===== src/rtl/pipe_pkg.sv =====
// Shared definitions for the in-order pipeline stage buffers.
//
// Contents:
//   - payload bus widths between the pipeline stages (pc plus stage bus)
//   - clog2_cnt(depth): width of an occupancy counter that can hold 0..depth
//   - ptr_w(depth):     width of a pointer indexing 0..depth-1 (minimum 1 bit)
package pipe_pkg;

    localparam int PC_W    = 32;
    localparam int FS2DS_W = 64;
    localparam int DS2ES_W = 150;
    localparam int ES2MS_W = 71;
    localparam int MS2WS_W = 70;

    // Occupancy ranges over 0..depth, so it needs one more code than a pointer.
    function automatic int clog2_cnt(input int depth);
        return $clog2(depth + 1);
    endfunction

    // A single-entry buffer still needs a 1-bit pointer so the vectors stay legal.
    function automatic int ptr_w(input int depth);
        return (depth > 1) ? $clog2(depth) : 1;
    endfunction

endpackage


===== src/rtl/pipe_buf_ram.sv =====
// Payload storage for pipe_stage_buf.
//
// DEPTH x DATA_W register array, one synchronous write port and one
// asynchronous read port. Contents are deliberately not reset: occupancy is
// tracked by the owner, so stale entries are never observed as valid.
//
// Ports:
//   clk    in            clock
//   we     in            write enable
//   waddr  in  ADDR_W    write index (0..DEPTH-1)
//   wdata  in  DATA_W    write data
//   raddr  in  ADDR_W    read index (0..DEPTH-1)
//   rdata  out DATA_W    entry at raddr, combinational
module pipe_buf_ram #(
    parameter int DATA_W = 64,
    parameter int DEPTH  = 2,
    parameter int ADDR_W = 1
) (
    input  logic              clk,
    input  logic              we,
    input  logic [ADDR_W-1:0] waddr,
    input  logic [DATA_W-1:0] wdata,
    input  logic [ADDR_W-1:0] raddr,
    output logic [DATA_W-1:0] rdata
);

    logic [DATA_W-1:0] mem_q [DEPTH];

    // One enable per entry so non-power-of-2 depths never decode a phantom slot.
    for (genvar gi = 0; gi < DEPTH; gi++) begin : g_entry
        always_ff @(posedge clk) begin
            if (we && (waddr == ADDR_W'(gi))) begin
                mem_q[gi] <= wdata;
            end
        end
    end

    assign rdata = mem_q[raddr];

endmodule


===== src/rtl/pipe_stage_buf.sv =====
// In-order pipeline stage buffer.
//
// Generalises the single-entry valid/allowin stage register: holds up to
// DEPTH payloads in FIFO order, gates the head with the owning stage's
// ready_go, supports a flush that discards everything, and counts cycles in
// which the head is offered but downstream refuses it (saturating).
// With DEPTH=1 it is equivalent to the classic stage register.
//
// Ports:
//   clk          in           clock
//   resetn       in           asynchronous active-low reset
//   flush        in           drop all entries at the next edge
//   in_valid     in           upstream payload valid
//   in_data      in  DATA_W   upstream payload
//   allowin      out          buffer accepts a payload this cycle
//   ready_go     in           owning stage has finished the head entry
//   out_valid    out          head payload offered downstream
//   out_allowin  in           downstream allowin
//   out_data     out DATA_W   head payload (don't-care when empty)
//   head_valid   out          buffer non-empty
//   count        out          occupancy, 0..DEPTH
//   stall_cnt    out CNT_W    cycles with out_valid & ~out_allowin, saturating
module pipe_stage_buf
    import pipe_pkg::*;
#(
    parameter int DATA_W = 64,
    parameter int DEPTH  = 2,
    parameter int CNT_W  = 32
) (
    input  logic                          clk,
    input  logic                          resetn,
    input  logic                          flush,
    input  logic                          in_valid,
    input  logic [DATA_W-1:0]             in_data,
    output logic                          allowin,
    input  logic                          ready_go,
    output logic                          out_valid,
    input  logic                          out_allowin,
    output logic [DATA_W-1:0]             out_data,
    output logic                          head_valid,
    output logic [clog2_cnt(DEPTH)-1:0]   count,
    output logic [CNT_W-1:0]              stall_cnt
);

    localparam int OCC_W = clog2_cnt(DEPTH);
    localparam int PTR_W = ptr_w(DEPTH);

    localparam logic [OCC_W-1:0] DEPTH_C  = OCC_W'(DEPTH);
    localparam logic [PTR_W-1:0] LAST_IDX = PTR_W'(DEPTH - 1);

    logic [PTR_W-1:0] wptr_q, wptr_d;
    logic [PTR_W-1:0] rptr_q, rptr_d;
    logic [OCC_W-1:0] count_q, count_d;
    logic [CNT_W-1:0] stall_q, stall_d;

    logic push;
    logic pop;

    // Explicit wrap so non-power-of-2 depths cycle 0..DEPTH-1.
    function automatic logic [PTR_W-1:0] ptr_inc(input logic [PTR_W-1:0] p);
        return (p == LAST_IDX) ? '0 : p + PTR_W'(1);
    endfunction

    // Handshake. allowin includes pop so a full buffer can take a new payload
    // in the same cycle the head leaves; that makes allowin combinational in
    // out_allowin, just like the single-entry stage register.
    assign head_valid = (count_q != '0);
    assign out_valid  = head_valid & ready_go & ~flush;
    assign pop        = out_valid & out_allowin;
    assign allowin    = ~flush & ((count_q < DEPTH_C) | pop);
    assign push       = in_valid & allowin;

    assign count     = count_q;
    assign stall_cnt = stall_q;

    always_comb begin
        wptr_d  = wptr_q;
        rptr_d  = rptr_q;
        count_d = count_q;
        stall_d = stall_q;

        if (flush) begin
            // push/pop are already forced low by the gating above.
            wptr_d  = '0;
            rptr_d  = '0;
            count_d = '0;
        end else begin
            if (push) begin
                wptr_d = ptr_inc(wptr_q);
            end
            if (pop) begin
                rptr_d = ptr_inc(rptr_q);
            end
            unique case ({push, pop})
                2'b10:   count_d = count_q + OCC_W'(1);
                2'b01:   count_d = count_q - OCC_W'(1);
                default: count_d = count_q;
            endcase
        end

        // Flush does not clear the statistic; it only stops counting because
        // out_valid is low during the flush cycle.
        if (out_valid && !out_allowin && (stall_q != '1)) begin
            stall_d = stall_q + CNT_W'(1);
        end
    end

    always_ff @(posedge clk or negedge resetn) begin
        if (!resetn) begin
            wptr_q  <= '0;
            rptr_q  <= '0;
            count_q <= '0;
            stall_q <= '0;
        end else begin
            wptr_q  <= wptr_d;
            rptr_q  <= rptr_d;
            count_q <= count_d;
            stall_q <= stall_d;
        end
    end

    pipe_buf_ram #(
        .DATA_W (DATA_W),
        .DEPTH  (DEPTH),
        .ADDR_W (PTR_W)
    ) u_ram (
        .clk   (clk),
        .we    (push),
        .waddr (wptr_q),
        .wdata (in_data),
        .raddr (rptr_q),
        .rdata (out_data)
    );

endmodule


===== config.mk =====
export PLATFORM = sky130hd
export DESIGN_NAME = pipe_stage_buf
export DESIGN_NICKNAME = d
export VERILOG_FILES = /design/src/rtl/pipe_pkg.sv /design/src/rtl/pipe_buf_ram.sv /design/src/rtl/pipe_stage_buf.sv
export SDC_FILE = /design/constraint.sdc
export NUM_CORES = 1
export LEC_CHECK = 0
export CELL_PAD_IN_SITES_DETAIL_PLACEMENT = 2
export CELL_PAD_IN_SITES_GLOBAL_PLACEMENT = 2
export CORE_MARGIN = 2
export CORE_UTILIZATION = 35
export CTS_BUF_LIST = sky130_fd_sc_hd__clkbuf_4 sky130_fd_sc_hd__clkbuf_8 sky130_fd_sc_hd__clkbuf_16
export DETAILED_ROUTE_END_ITERATION = 12
export PLACE_DENSITY_LB_ADDON = 0.1
export SYNTH_ARGS = -nofsm -noshare
export SYNTH_HDL_FRONTEND = slang
export SYNTH_HIERARCHICAL = 1
export SYNTH_SLANG_ARGS = --single-unit

===== constraint.sdc =====
create_clock -name clk -period 5.2 [get_ports clk]
set_input_delay 1.04 -clock clk [delete_from_list [all_inputs] [get_ports clk]]
set_output_delay 1.04 -clock clk [all_outputs]
set_load 0.005 [all_outputs]

==> flow_summary.toml <==
[status]
status = "finished, final reports clean"

[worst_setup_path]
critical_path_arrival_ps = 2780
crit_start = "rptr_q"
critPathSlowestCell = "dfrtp_4"
critical_path_buf_inv_count = 2
end_kind = "output port"
worstPathRequired_ps = 4160
crit_type = "reg -> out"
cp_top_family = "flip-flops"
crit_chain = "buf_4 -> mux2_2 -> clkdlybuf4s50_1"
r2r-start = "stall_cnt[0]"
cpPeakStageDelay_ps = 1040
crit_fanout = 49
critPathLaunchType = "flip-flop"

[final_layout]
final_cells = 832
fin_area_um2 = 9233
syn_to_final_growth_pct = 36.50
drive_above_1_share_pct = 18.71
diodes = 0
fin_nets = 632

[clock_network]
clk_pin_slew_worst_paths_ps = 60
cts-resized-gates = 0
ctsHoldBuffers = 0
root_buffer = "clkbuf_16"
numCtsBuffers = 17
cts.sinks = 164
cts_buffer_depth = 2
cts_setup_buffers = 0
cts_tree = "yes"
clk_latency_ps = 420
htree_levels = 4

[sta]
max_freq_mhz = 262.0
fin_ws_ps = 1383
hold_viol_final = 0
setup_tns_ps = 0
tightest_slew_ps = 937.1
fin_skew_ps = 8.326
grt_setup_unrepaired = "no"
period_minus_slack_ps = 3817
fin_crit_sh_pct = 73.41
max_slew_margin_pct = 37.53
drv_slew = 0
setup_violations = 0

[power]
power_frac_clock_pct = 38.5
seq_power_share_pct = 51.0
ir_worst_vdd_mv = 0.2070
p_int_mw = 2.353
p_switching_mw = 0.6435
power_leakage_nw = 3.420
p_sw_share_pct = 21.48
powerDensity_nw_per_um2 = 324.5
combinationalPowerShare_pct = 10.5

[synthesis]
synthFlopType = "edfxtp_1"
synthAdderAreaFrac_pct = 0.1850
ys_seq_area_share_pct = 70.14
yosysUniqueCellTypes = 36
syn_nets = 448
synth-simple-area-share_pct = 7.492
synth_area_leaders = "edfxtp_1, dfrtp_1, mux2_4"
synth_top_family_by_area = "multiplexers"
avgSynthCellArea_um2 = 17.94
yosysTopAreaCell = "edfxtp_1"
muxShareOfSynthArea_pct = 14.45
synth-compound-area-share_pct = 1.517
synth_enable_flop_cells = 128
yosys.cell_count.top_type = "edfxtp_1"
synth-seq-cells = 164
synthXorXnorAreaFrac_pct = 3.885
netlist_instances = 377
async_reset_ff_share_pct = 21.95
syn_area_um2 = 6764
synth_commonest_cells = "edfxtp_1, mux2_4, dfrtp_1"
yosysWarnings = 6
synth.top_cell.area_share_pct = 56.83

[place]
dp_slack_ps = 1503
gp_congestion = 0.7556
hpwl_um = 11910
place.port_buffers = 170
post_dp_cell_area_um2 = 8700
dp.cells = 802

[detailed_routing]
wl_per_cell_um = 20.20
first_iter_violations = 105
drt_first_pass_iters = 4
routed_wl_um = 16800
detail_route.drc_violations = 0
drtAntennaViolNets = 0
vias_per_cell = 4.690
via_count = 3902

[flow_run]
drv_cap = 0

[grt]
grt_start_max_net_pins = 65
first_global_vias = 4386
antenna_found_initial = 1
grt_overflow = 0
grt_pass1_wl_um = 25610
grt_usage_pct = 17.01

[floorplan]
die_area_um2 = 20450
start_util_pct = 35.92
die_x_um = 143.0
core_um2 = 18830
die_h_um = 143.0
ioPinCount = 171
rows = 50

[hold_path]
min_from = "stall_cnt[22]"
min_path_type = "reg -> reg"
[through the flow]
step           total power [mW]  hold WS, ps  utilization, %
5_1_grt                   3.119        535.1           49.03
4_1_cts                   3.043        499.8           49.03
2_1_floorplan             1.677        464.2               -
6_report                  2.996        497.2           49.03
3_3_place_gp              1.862        479.4           46.20
3_5_place_dp              1.878        487.4           46.20
[cells by family (layout without fill, tap and decap cells)]
| logic type | Yosys count | count (layout) |
|---|---|---|
| adders and majority gates | 1 | 1 |
| DFF | 164 | 164 |
| muxes | 67 | 67 |
| xor gates and xnor gates | 30 | 30 |
| buffers and inverters | 12 | 207 |
| and+or+nand+nor | 88 | 88 |
| AOI/OAI and AO/OA | 15 | 15 |
[power by group through the flow]
stage	logic [mW]	clock network, mW	registers [mW]
floorplan	0.138	0	1.54
global placement	0.311	0	1.55
detailed placement	0.320	0	1.56
CTS	0.322	1.19	1.53
global route	0.338	1.24	1.54
finish	0.315	1.15	1.53
[path summary, 6_finish.rpt]
kind                                 end  slack, ps  depth (start not counted)
setup / recovery             out_data[0]       1380                          3
hold / removal             stall_cnt[22]        500                          1
setup reg to reg           stall_cnt[21]       2860                          6
hold reg to reg            stall_cnt[22]        500                          1
max in group asynchronous         rptr_q       3780                          2
min in group asynchronous  stall_cnt[28]       1040                          2
[flip-flops by register name, summed over array words and instances, names as in the netlist]
register,cells
u_ram/mem_q,128
count,2
wptr_q,1
stall_cnt,32
rptr_q,1
[cells in the final DEF, fill, tap and decap left out, types with 2 or more instances in the layout]
cell,count
inv_1,3
clkbuf_4,3
nor3_1,5
nor3b_1,2
edfxtp_1,128
mux2_2,5
nand2_1,14
nand3b_1,2
or3_1,2
clkinv_2,6
a211oi_1,5
nand2b_1,2
and4_1,5
buf_4,3
o21ai_0,2
and3_1,8
a21oi_1,4
mux2_4,60
and2_1,2
clkdlybuf4s50_1,170
a21o_1,2
xnor2_1,16
nand3_1,19
dfrtp_1,35
nand4_1,7
nor2_1,12
mux2i_1,2
xor2_1,14
clkbuf_16,17
[area by class of cell]
class | count | area [um2]
multi-input cells | 201 | 1871
flip-flops and latches | 164 | 4748
clock buffers | 20 | 447.9
inverters | 3 | 11.26
well taps | 260 | 325.3
clock inverters | 10 | 85.08
repair buffers | 174 | 1744
fillers | 1772 | 9598
[layer usage]
layer	track usage [%]	up-vias	part of all wire, %
li1	-	1801	-
met1	19.85	1973	40
met2	30.04	108	52
met3	5.332	18	5.7
met4	4.950	2	1.4
met5	0	-	0.077
Note: power is estimated with default switching activity, not from simulation.
